### config.mk
export PLATFORM = sky130hd
export DESIGN_NAME = row_accumulator_flat
export DESIGN_NICKNAME = d
export VERILOG_FILES = /design/src/rtl/row_accumulator_pkg.sv /design/src/rtl/axi_stream_if.sv /design/src/rtl/row_accumulator_segment_compactor.sv /design/src/rtl/row_accumulator.sv /design/src/flat_wrapper.sv
export SDC_FILE = /design/constraint.sdc
export NUM_CORES = 2
export LEC_CHECK = 0
export BUFFER_PORTS_ARGS = -buffer_cell sky130_fd_sc_hd__buf_2
export CAP_MARGIN = 20
export CORE_MARGIN = 5
export CORE_UTILIZATION = 24
export DETAILED_ROUTE_END_ITERATION = 12
export PLACE_DENSITY = 0.41
export SETUP_SLACK_MARGIN = 0.3
export SLEW_MARGIN = 20
export SYNTH_ARGS = -nofsm -noshare
export SYNTH_HDL_FRONTEND = slang
export SYNTH_SLANG_ARGS = --single-unit
export TNS_END_PERCENT = 50
### constraint.sdc
create_clock -name clk -period 50.5 [get_ports clk]
set_input_delay 2.525 -clock clk [delete_from_list [all_inputs] [get_ports clk]]
set_output_delay 2.525 -clock clk [all_outputs]
set_load 0.005 [all_outputs]
### src/rtl/row_accumulator_pkg.sv
// Shared types and helpers for row_accumulator: FSM state, carry register layout, saturating add.
// ACC_WIDTH fixes the carry/saturation datapath width and must equal the row_accumulator DATA_WIDTH.
package row_acc_pkg;

    localparam int ACC_WIDTH = 32;

    typedef enum logic {
        RUN,
        FLUSH
    } row_acc_state_e;

    typedef struct packed {
        logic                 vld;
        logic [ACC_WIDTH-1:0] row;
        logic [ACC_WIDTH-1:0] sum;
    } carry_t;

    // Signed add clamped to the representable two's-complement range.
    function automatic logic [ACC_WIDTH-1:0] sat_add(input logic [ACC_WIDTH-1:0] a,
                                                     input logic [ACC_WIDTH-1:0] b);
        logic [ACC_WIDTH:0] s;
        s = {a[ACC_WIDTH-1], a} + {b[ACC_WIDTH-1], b};
        if (s[ACC_WIDTH] != s[ACC_WIDTH-1]) begin
            return s[ACC_WIDTH] ? {1'b1, {(ACC_WIDTH-1){1'b0}}} : {1'b0, {(ACC_WIDTH-1){1'b1}}};
        end
        return s[ACC_WIDTH-1:0];
    endfunction

endpackage

### src/rtl/axi_stream_if.sv
// Lane-parallel AXI-Stream style interface: valid/ready handshake, per-lane mask, end-of-stream last.
interface axi_stream_if #(
    parameter int DATA_WIDTH  = 32,
    parameter int PARALLELISM = 8
) ();
    logic                                   valid;
    logic                                   ready;
    logic                                   last;
    logic [PARALLELISM-1:0]                 mask;
    logic [PARALLELISM-1:0][DATA_WIDTH-1:0] data;

    modport master (output valid, output last, output mask, output data, input ready);
    modport slave  (input valid, input last, input mask, input data, output ready);
endinterface

### src/rtl/row_accumulator_segment_compactor.sv
// Packs completed segments (flagged by seg_end) contiguously from lane 0, in lane order,
// using a running prefix count of end flags as each segment's output slot.
module segment_compactor
    import row_acc_pkg::*;
#(
    parameter int DATA_WIDTH  = 32,
    parameter int LANES       = 9,
    parameter int COUNT_WIDTH = $clog2(LANES + 1)
) (
    input  logic [LANES-1:0]                 seg_end,
    input  logic [LANES-1:0][DATA_WIDTH-1:0] seg_row,
    input  logic [LANES-1:0][DATA_WIDTH-1:0] seg_sum,
    output logic [LANES-1:0][DATA_WIDTH-1:0] packed_row,
    output logic [LANES-1:0][DATA_WIDTH-1:0] packed_sum,
    output logic [COUNT_WIDTH-1:0]           count
);

    logic [COUNT_WIDTH-1:0] running;

    always_comb begin
        packed_row = '0;
        packed_sum = '0;
        running    = '0;
        for (int unsigned k = 0; k < LANES; k++) begin
            if (seg_end[k]) begin
                for (int unsigned j = 0; j < LANES; j++) begin
                    if (running == COUNT_WIDTH'(j)) begin
                        packed_row[j] = seg_row[k];
                        packed_sum[j] = seg_sum[k];
                    end
                end
                running = running + COUNT_WIDTH'(1);
            end
        end
        count = running;
    end

endmodule

### src/rtl/row_accumulator.sv
// Segmented row reduction joining row_ids and products; emits one (row id, sum) per completed row.
// Define ROW_ACCUMULATOR_SATURATE_EN for saturating adds; default build wraps modulo 2^DATA_WIDTH.
module row_accumulator
    import row_acc_pkg::*;
#(
    parameter int DATA_WIDTH  = ACC_WIDTH,
    parameter int PARALLELISM = 8
) (
    input logic          clk,
    input logic          rst_n,
    axi_stream_if.slave  row_ids,
    axi_stream_if.slave  products,
    axi_stream_if.master sum_ids,
    axi_stream_if.master sums
);

    localparam int LANES = PARALLELISM + 1;
    localparam int CW    = $clog2(LANES + 1);

    row_acc_state_e state, next_state;
    carry_t         carry;

    logic in_ready, accept, out_xfer, overflow;
    logic out_valid, out_last, spill_pend;
    logic [PARALLELISM-1:0]                 out_mask;
    logic [PARALLELISM-1:0][DATA_WIDTH-1:0] out_row, out_sum;
    logic [DATA_WIDTH-1:0]                  spill_row, spill_sum;

    logic [LANES-1:0]                 slot_vld, seg_end;
    logic [LANES-1:0][DATA_WIDTH-1:0] slot_row, slot_val, seg_sum, packed_row, packed_sum;
    logic [CW-1:0]                    count;
    logic                             tail_vld;
    logic [DATA_WIDTH-1:0]            tail_row, tail_sum;

    // products mask/last mirror row_ids by protocol and are not consulted.
    logic unused_inputs;
    assign unused_inputs = ^{products.mask, products.last};

    function automatic logic [DATA_WIDTH-1:0] acc_add(input logic [DATA_WIDTH-1:0] a,
                                                      input logic [DATA_WIDTH-1:0] b);
`ifdef ROW_ACCUMULATOR_SATURATE_EN
        return sat_add(a, b);
`else
        return a + b;
`endif
    endfunction

    // Slot 0 is the carry, slots 1..P are the beat lanes; the carry then merges like any lane.
    always_comb begin
        slot_vld    = '0;
        slot_row    = '0;
        slot_val    = '0;
        seg_sum     = '0;
        seg_end     = '0;
        slot_vld[0] = carry.vld;
        slot_row[0] = carry.row;
        slot_val[0] = carry.sum;
        for (int unsigned i = 0; i < PARALLELISM; i++) begin
            slot_vld[i+1] = row_ids.mask[i];
            slot_row[i+1] = row_ids.data[i];
            slot_val[i+1] = products.data[i];
        end
        seg_sum[0] = slot_val[0];
        for (int unsigned k = 1; k < LANES; k++) begin
            seg_sum[k] = (slot_vld[k-1] && slot_row[k-1] == slot_row[k])
                       ? acc_add(seg_sum[k-1], slot_val[k]) : slot_val[k];
        end
        for (int unsigned k = 0; k < PARALLELISM; k++) begin
            seg_end[k] = slot_vld[k] & (slot_vld[k+1] ? (slot_row[k+1] != slot_row[k]) : row_ids.last);
        end
        seg_end[PARALLELISM] = slot_vld[PARALLELISM] & row_ids.last;
        tail_vld = 1'b0;
        tail_row = '0;
        tail_sum = '0;
        for (int unsigned k = 0; k < LANES; k++) begin
            if (slot_vld[k]) begin
                tail_vld = 1'b1;
                tail_row = slot_row[k];
                tail_sum = seg_sum[k];
            end
        end
    end

    segment_compactor #(
        .DATA_WIDTH (DATA_WIDTH),
        .LANES      (LANES),
        .COUNT_WIDTH(CW)
    ) u_compactor (
        .seg_end   (seg_end),
        .seg_row   (slot_row),
        .seg_sum   (seg_sum),
        .packed_row(packed_row),
        .packed_sum(packed_sum),
        .count     (count)
    );

    always_comb begin
        out_xfer   = out_valid & sum_ids.ready & sums.ready;
        in_ready   = (state == RUN) & (~out_valid | out_xfer);
        accept     = row_ids.valid & products.valid & in_ready;
        overflow   = (count == CW'(LANES));
        next_state = state;
        case (state)
            RUN:     if (accept && overflow) next_state = FLUSH;
            FLUSH:   if (out_xfer && !spill_pend) next_state = RUN;
            default: next_state = RUN;
        endcase
    end

    always_ff @(posedge clk) begin
        if (!rst_n) state <= RUN;
        else        state <= next_state;
    end

    always_ff @(posedge clk) begin
        if (!rst_n) begin
            carry      <= '0;
            out_valid  <= 1'b0;
            out_last   <= 1'b0;
            out_mask   <= '0;
            out_row    <= '0;
            out_sum    <= '0;
            spill_pend <= 1'b0;
            spill_row  <= '0;
            spill_sum  <= '0;
        end else if (accept) begin
            carry.vld  <= tail_vld & ~row_ids.last;
            carry.row  <= tail_row;
            carry.sum  <= tail_sum;
            out_valid  <= (count != '0) | row_ids.last;
            out_last   <= row_ids.last & ~overflow;
            for (int unsigned j = 0; j < PARALLELISM; j++) begin
                out_mask[j] <= count > CW'(j);
                out_row[j]  <= packed_row[j];
                out_sum[j]  <= packed_sum[j];
            end
            spill_pend <= overflow;
            spill_row  <= packed_row[PARALLELISM];
            spill_sum  <= packed_sum[PARALLELISM];
        end else if (out_xfer && spill_pend) begin
            out_valid  <= 1'b1;
            out_last   <= 1'b1;
            out_mask   <= PARALLELISM'(1);
            out_row    <= '0;
            out_sum    <= '0;
            out_row[0] <= spill_row;
            out_sum[0] <= spill_sum;
            spill_pend <= 1'b0;
        end else if (out_xfer) begin
            out_valid  <= 1'b0;
        end
    end

    assign row_ids.ready  = in_ready;
    assign products.ready = in_ready;
    assign sum_ids.valid  = out_valid;
    assign sums.valid     = out_valid;
    assign sum_ids.last   = out_last;
    assign sums.last      = out_last;
    assign sum_ids.mask   = out_mask;
    assign sums.mask      = out_mask;
    assign sum_ids.data   = out_row;
    assign sums.data      = out_sum;

endmodule
### src/flat_wrapper.sv
// flat-port wrapper written by rule: the top's interface ports become plain ports
module row_accumulator_flat import row_acc_pkg::*;
#(
    parameter int DATA_WIDTH  = ACC_WIDTH,
    parameter int PARALLELISM = 8
)
  (clk, rst_n, row_ids_valid, row_ids_last, row_ids_mask, row_ids_data, row_ids_ready, products_valid, products_last, products_mask, products_data, products_ready, sum_ids_valid, sum_ids_last, sum_ids_mask, sum_ids_data, sum_ids_ready, sums_valid, sums_last, sums_mask, sums_data, sums_ready);
  axi_stream_if #(.DATA_WIDTH(DATA_WIDTH), .PARALLELISM(PARALLELISM)) row_ids_i ();
  axi_stream_if #(.DATA_WIDTH(DATA_WIDTH), .PARALLELISM(PARALLELISM)) products_i ();
  axi_stream_if #(.DATA_WIDTH(DATA_WIDTH), .PARALLELISM(PARALLELISM)) sum_ids_i ();
  axi_stream_if #(.DATA_WIDTH(DATA_WIDTH), .PARALLELISM(PARALLELISM)) sums_i ();
  input logic clk;
  input logic rst_n;
  input wire logic [$bits(row_ids_i.valid)-1:0] row_ids_valid;
  input wire logic [$bits(row_ids_i.last)-1:0] row_ids_last;
  input wire logic [$bits(row_ids_i.mask)-1:0] row_ids_mask;
  input wire logic [$bits(row_ids_i.data)-1:0] row_ids_data;
  output wire logic [$bits(row_ids_i.ready)-1:0] row_ids_ready;
  input wire logic [$bits(products_i.valid)-1:0] products_valid;
  input wire logic [$bits(products_i.last)-1:0] products_last;
  input wire logic [$bits(products_i.mask)-1:0] products_mask;
  input wire logic [$bits(products_i.data)-1:0] products_data;
  output wire logic [$bits(products_i.ready)-1:0] products_ready;
  output wire logic [$bits(sum_ids_i.valid)-1:0] sum_ids_valid;
  output wire logic [$bits(sum_ids_i.last)-1:0] sum_ids_last;
  output wire logic [$bits(sum_ids_i.mask)-1:0] sum_ids_mask;
  output wire logic [$bits(sum_ids_i.data)-1:0] sum_ids_data;
  input wire logic [$bits(sum_ids_i.ready)-1:0] sum_ids_ready;
  output wire logic [$bits(sums_i.valid)-1:0] sums_valid;
  output wire logic [$bits(sums_i.last)-1:0] sums_last;
  output wire logic [$bits(sums_i.mask)-1:0] sums_mask;
  output wire logic [$bits(sums_i.data)-1:0] sums_data;
  input wire logic [$bits(sums_i.ready)-1:0] sums_ready;
  assign row_ids_i.valid = row_ids_valid;
  assign row_ids_i.last = row_ids_last;
  assign row_ids_i.mask = row_ids_mask;
  assign row_ids_i.data = row_ids_data;
  assign row_ids_ready = row_ids_i.ready;
  assign products_i.valid = products_valid;
  assign products_i.last = products_last;
  assign products_i.mask = products_mask;
  assign products_i.data = products_data;
  assign products_ready = products_i.ready;
  assign sum_ids_valid = sum_ids_i.valid;
  assign sum_ids_last = sum_ids_i.last;
  assign sum_ids_mask = sum_ids_i.mask;
  assign sum_ids_data = sum_ids_i.data;
  assign sum_ids_i.ready = sum_ids_ready;
  assign sums_valid = sums_i.valid;
  assign sums_last = sums_i.last;
  assign sums_mask = sums_i.mask;
  assign sums_data = sums_i.data;
  assign sums_i.ready = sums_ready;
  row_accumulator #(.DATA_WIDTH(DATA_WIDTH), .PARALLELISM(PARALLELISM)) u_core (.clk(clk), .rst_n(rst_n), .row_ids(row_ids_i), .products(products_i), .sum_ids(sum_ids_i), .sums(sums_i));
endmodule
Word-level counts from Yosys, hierarchy flattened:

Index checks and enable logic that the tools add are counted.
W data, S select, Z words.

* register bits: 653
* input bits: 536
* output and inout bits: 534
* logic and storage cells: 407

* $add $sub $neg: 16
* $lt $le $gt $ge: 8
* eq/ne operators: 82
* muxes and demuxes: 229
* bitwise gates (word level): 22
* reductions and logical operators: 24

Operators by type and width (number)
* $mux W32: 171
* $mux W288: 16
* $mux W256: 4
* $add A32 B32 Y32: 8
* $eq A32 B32 Y1: 8
* $ne A32 B32 Y1: 8
* $eq A4 B3 Y1 const B: 32
* $eq A4 B2 Y1 const B: 16
* $eq A4 B4 Y1 const B: 9
* $add A4 B1 Y4 const B: 8
* $eq A4 B1 Y1 const B: 8
* $logic_not A4 Y1: 8
* $mux W4: 8
* $mux W1: 27
* $and A1 B1 Y1: 16
* $gt A4 B3 Y1 const B: 4
* $mux W8: 2
* $logic_and A1 B1 Y1: 11
* $ne A9 B9 Y1 const B: 1
* $gt A4 B1 Y1 const B: 2
* $gt A4 B2 Y1 const B: 2
* $not A1 Y1: 4
* $reduce_bool A4 Y1: 1
* $reduce_bool A3 Y1: 1
* other kinds (5): 6

Depth between registers and ports, before layout:

* word-level depth: 24
* gate-level depth with buffers: 81
* gate-level depth less buffers: 78

Cells and area by module:

From an unflattened synthesis, not the netlist that was laid out.

* cells, all modules: 11904
* area, all modules: 79269.8 um2

Modules (own cells, without submodules)
* row_accumulator: instances 1, cells each 5727, area each 43379.1 um2, sequential area each 13072.5 um2
* segment_compactor: instances 1, cells each 6177, area each 35890.7 um2, sequential area each 0.0 um2

Least setup slack after synthesis:

OpenSTA, ideal clock, no wires.

* path kind: input-to-reg
* start point: input row_ids_data[0]
* end point: register u_core.out_sum, in the netlist u_core.sums.data[30]
* setup time: 0.070 ns
* data arrival time: 17.693 ns
* data required time: 50.430 ns
* setup slack: 32.737 ns
* stages: 73
* path buffers: 3
* cells stage by stage: xnor2_1 nand4_1 nor4_1 nand3_1 clkbuf_1 inv_1 buf_1 nand2_1 nand2_1 ha_1 inv_1 fa_1 nor2b_1 o21ai_0 a21boi_0 o21ai_0 a21boi_0 o2111ai_1 (+37 left out) ha_1 a21o_1 a21oi_1 o21ai_0 a211o_1 a21oi_1 xnor2_1 mux2i_1 clkinv_1 ha_1 or3_1 a211o_1 a31oi_1 xor2_1 o21ai_1 nor2_1 or3_1 a21oi_1

* longest elaborated chain between the ends: 22
* elaborated cells between the ends (all ways): 66
* those cells by class: 14 x add/sub; 4 x eq/ne; 36 x mux; 2 x bitwise; 10 x reduce/logical

Ends and longest elaborated chain
* from (decl): line flat_wrapper.sv:17 `input wire logic [$bits(row_ids_i.data)-1:0] row_ids_data;`
* branches (longest 20 deep; another with $add A32 B32 Y32)
* $mux W288 (*): line row_accumulator_segment_compactor.sv:25 `if (seg_end[k]) begin`
* $mux W256 (*): line row_accumulator.sv:126 `end else if (accept) begin`
* to (signal, indexed assignment): line row_accumulator.sv:135 `out_sum[j] <= packed_sum[j];`
* to (decl): line row_accumulator.sv:26 `logic [PARALLELISM-1:0][DATA_WIDTH-1:0] out_row, out_sum;`

Every way passes the cells marked *.
A chain may end at the register's enable or synchronous reset.

Final worst setup path:

* start point: input row_ids_data[15]
* end point: register u_core.out_sum, in the netlist u_core.sums.data[127]

* longest elaborated chain between the ends: 22
* elaborated cells between the ends (all ways): 65
* those cells by class: 14 x add/sub; 12 x eq/ne; 35 x mux; 2 x bitwise; 2 x reduce/logical

Ends and longest elaborated chain (line)
* branches (longest 20 deep; another with $add A32 B32 Y32)
* $mux W288 (*): row_accumulator_segment_compactor.sv:25
* $mux W256 (*): row_accumulator.sv:126

Marks and branches as above.

==> impl_metrics.env <==
export IMPL_synth_simple_area_share=0.207
export IMPL_cp_start_kind="input pin"
export IMPL_slew_headroom=0.0622
export IMPL_drt_met1_wl_mm=292
export IMPL_dieHeight_um=565
export IMPL_final_common_cell="nand2_1"
export IMPL_track_usage=0.401
export IMPL_synthToLayoutAreaGrowth_pct=17.2
export IMPL_wl_met3_mm=108
export IMPL_worst_slack_ns=25.42
export IMPL_synth_avg_cell_area_um2=6.61
export IMPL_cp_top_family="compound AO/OA/AOI/OAI gates"
export IMPL_rsz0062_at_grt="false"
export IMPL_finalHoldViolCount=0
export IMPL_met2_length_mm=248
export IMPL_power_density_nw_per_um2=32.4
export IMPL_clock_sinks=653
export IMPL_nets=12269
export IMPL_ys_types=89
export IMPL_grt_pass1_vias=90078
export IMPL_cts_resized=0
export IMPL_max_freq_mhz=39.9
export IMPL_antenna_found_initial=190
export IMPL_status="complete, no violations"
export IMPL_timing_hold_ws_ns=0.447
export IMPL_cp_max_fo=11
export IMPL_vias_per_cell=6.58
export IMPL_clkTransAtPathRegs_ns=0.06
export IMPL_synth_compound_area_frac=0.411
export IMPL_post_cts_repair_setup_buffers=0
export IMPL_synth_edf_count=0
export IMPL_crit_path_end_kind="register"
export IMPL_setup_violations=0
export IMPL_final_cell_mix="nand2_1 (1,478), nor2_1 (1,262), a21oi_1 (1,114)"
export IMPL_yosys_area_share_adder=0.0514
export IMPL_rows=203
export IMPL_skew_ns=0.0711
export IMPL_crit_slowest_cell="mux2i_1"
export IMPL_setup_tns_ns=0
export IMPL_ys_flop_type="dfxtp_1"
export IMPL_initial_core_util=0.242
export IMPL_path_buf_inv=9
export IMPL_dpl_worst_slack_ns=25.70
export IMPL_arrival_ns=25.73
export IMPL_grt_pass1_wl_mm=880
export IMPL_synth_top_cell_by_area="dfxtp_1"
export IMPL_place_hpwl_mm=517
export IMPL_ctsHoldBuffers=0
export IMPL_dieArea_um2=319000
export IMPL_synth_top_family_by_area="compound AO/OA/AOI/OAI gates"
export IMPL_detail_route_antenna_nets=0
export IMPL_grt_max_degree=147
export IMPL_vias=103220
export IMPL_synth_xor_area_frac=0.0532
export IMPL_drcViolationCount=0
export IMPL_drv_cap=0
export IMPL_clkLatencyLatePin_ns=0.80
export IMPL_async_flop_share=0
export IMPL_cts_tree="yes"
export IMPL_synth_seq_cells=653
export IMPL_final_max_slew_viol_count=0
export IMPL_die_width_um=565
export IMPL_hold_path_class="register to register"
export IMPL_syn_area_um2=74000
export IMPL_ir_drop_mv=0.0270
export IMPL_fin_crit_sh=0.497
export IMPL_ys_seq_area_frac=0.177
export IMPL_synthCells=11192
export IMPL_synth_top_cell_area_share=0.177
export IMPL_clk_path_buf_depth=3
export IMPL_fin_crit_ns=25.08
export IMPL_cts_root_buf="clkbuf_16"
export IMPL_wl_per_cell_um=43.5
export IMPL_ioPinCount=1070
export IMPL_wl_mm=682
export IMPL_ys_top_cells_by_area="dfxtp_1 (18%), a21oi_1 (7.6%), nand2_1 (7.5%), o211ai_1 (7.1%), nor2_1 (6.6%)"
export IMPL_first_iter_violations=17911
export IMPL_firstDrtPassIters=7
export IMPL_place_congestion=1.07
export IMPL_fill_cells=34024
export IMPL_critPathMaxStageDelay_ns=0.96
export IMPL_core_area_um2=306000
export IMPL_worstSetupPathType="input pin to register"
export IMPL_cts_buffers=86
export IMPL_top_layer="met5"
export IMPL_cp_data_required_time_ns=51.14
export IMPL_tightest_slew_ns=1.37
export IMPL_syn_nets=12027
export IMPL_ys_warn_count=0
export IMPL_leakage_nw=33.0
export IMPL_drive_above_1_share=0.161
export IMPL_port_buffers=1060
export IMPL_synthMuxAreaShare=0.0166
export IMPL_cts_max_level=3
export IMPL_grt_overflow_total=0
## kinds of logic (layout without fill, tap and decap cells)
logic type,after synthesis,count (layout)
xor gates and xnor gates,444,444
buffers and inverters,1612,1918
and+or+nand+nor,3650,3650
DFF,653,653
muxes,121,121
adders and majority gates,299,299
AOI/OAI and AO/OA,4413,4413
other,0,92
## area by class of cell
class,instances,area (um2),share of cell area
Tap cell,4100,5130,0.0592
Antenna cell,92,230,0.00266
Timing Repair Buffer,1484,8600,0.0992
Inverter,282,1070,0.0123
Clock inverter,34,490,0.00566
Multi-Input combinational cell,8927,55700,0.642
Sequential cell,653,13100,0.151
Clock buffer,118,2450,0.0283
## worst paths after layout
check        slack [ns]                               start  cells past startpoint                                  to
min reg2reg        0.45  u_core.sums.data[228]$_SDFFE_PN0P_                      2  u_core.sums.data[228]$_SDFFE_PN0P_
max reg2reg       27.02       u_core.carry[47]$_SDFFE_PN0P_                     69  u_core.sums.data[127]$_SDFFE_PN0P_
max               25.42                    row_ids_data[15]                     70  u_core.sums.data[127]$_SDFFE_PN0P_
min                0.45  u_core.sums.data[228]$_SDFFE_PN0P_                      2  u_core.sums.data[228]$_SDFFE_PN0P_
## flip-flops by register name, indices dropped and copies added, names as in the netlist
| signal | count |
|---|---|
| u_core.carry | 65 |
| u_core.state | 1 |
| u_core.sum_ids.mask | 8 |
| u_core.sum_ids.last | 1 |
| u_core.sum_ids.data | 256 |
| u_core.spill_row | 32 |
| u_core.sum_ids.valid | 1 |
| u_core.spill_pend | 1 |
| u_core.sums.data | 256 |
| u_core.spill_sum | 32 |
## per-stage QoR
| step | cells | power, mW | instance area [um2] | util |
|---|---|---|---|---|
| 6_report | 15690 | 2.81 | 86700 | 0.283 |
| 5_1_grt | 15649 | 2.83 | 86600 | 0.283 |
| 4_1_cts | 15588 | 2.68 | 86200 | 0.281 |
| 3_5_place_dp | 15436 | 2.01 | 83300 | 0.272 |
| 3_3_place_gp | 15433 | 2.00 | 83200 | 0.272 |
| 2_1_floorplan | 11192 | 1.27 | 74000 | - |
## Yosys cell counts, drive strengths merged, types with 45 or more instances
cell,n
nor3,195
inv,276
o221ai,152
nand2,1488
and3,70
clkbuf,1116
xor2,284
o311ai,252
nor4,79
mux2i,109
a21boi,45
nand3,305
o211ai,701
a211oi,441
nor2,1310
a31oi,53
a221oi,385
o21ai,574
a311oi,158
buf,214
nand4,45
ha,291
a22oi,81
a21o,74
dfxtp,653
xnor2,160
a21oi,1125
## power by group
group          total (mW)  internal, mW  switching [mW]
Clock               0.673         0.374           0.299
Combinational        1.54         0.379            1.16
Sequential          0.595         0.555          0.0403
## layer usage
layer  vias to the layer above  GRT usage
met1                     51122      0.550
met2                      8297      0.514
met4                       134      0.149
met5                         -     0.0192
li1                      42328          -
met3                      1339      0.215
## worst reg2reg max path, delay by kind of cell (launching register included)
family	cells	cell delay [ns]
buffers and inverters	8	2.98
AO/OA/AOI/OAI	30	10.01
XOR/XNOR	7	2.00
flip-flops	1	0.33
AND/OR/NAND/NOR	14	3.27
multiplexers	3	1.90
adder cells (fa/ha/maj)	7	2.92
No activity file was read; power rests on OpenSTA's default activity.
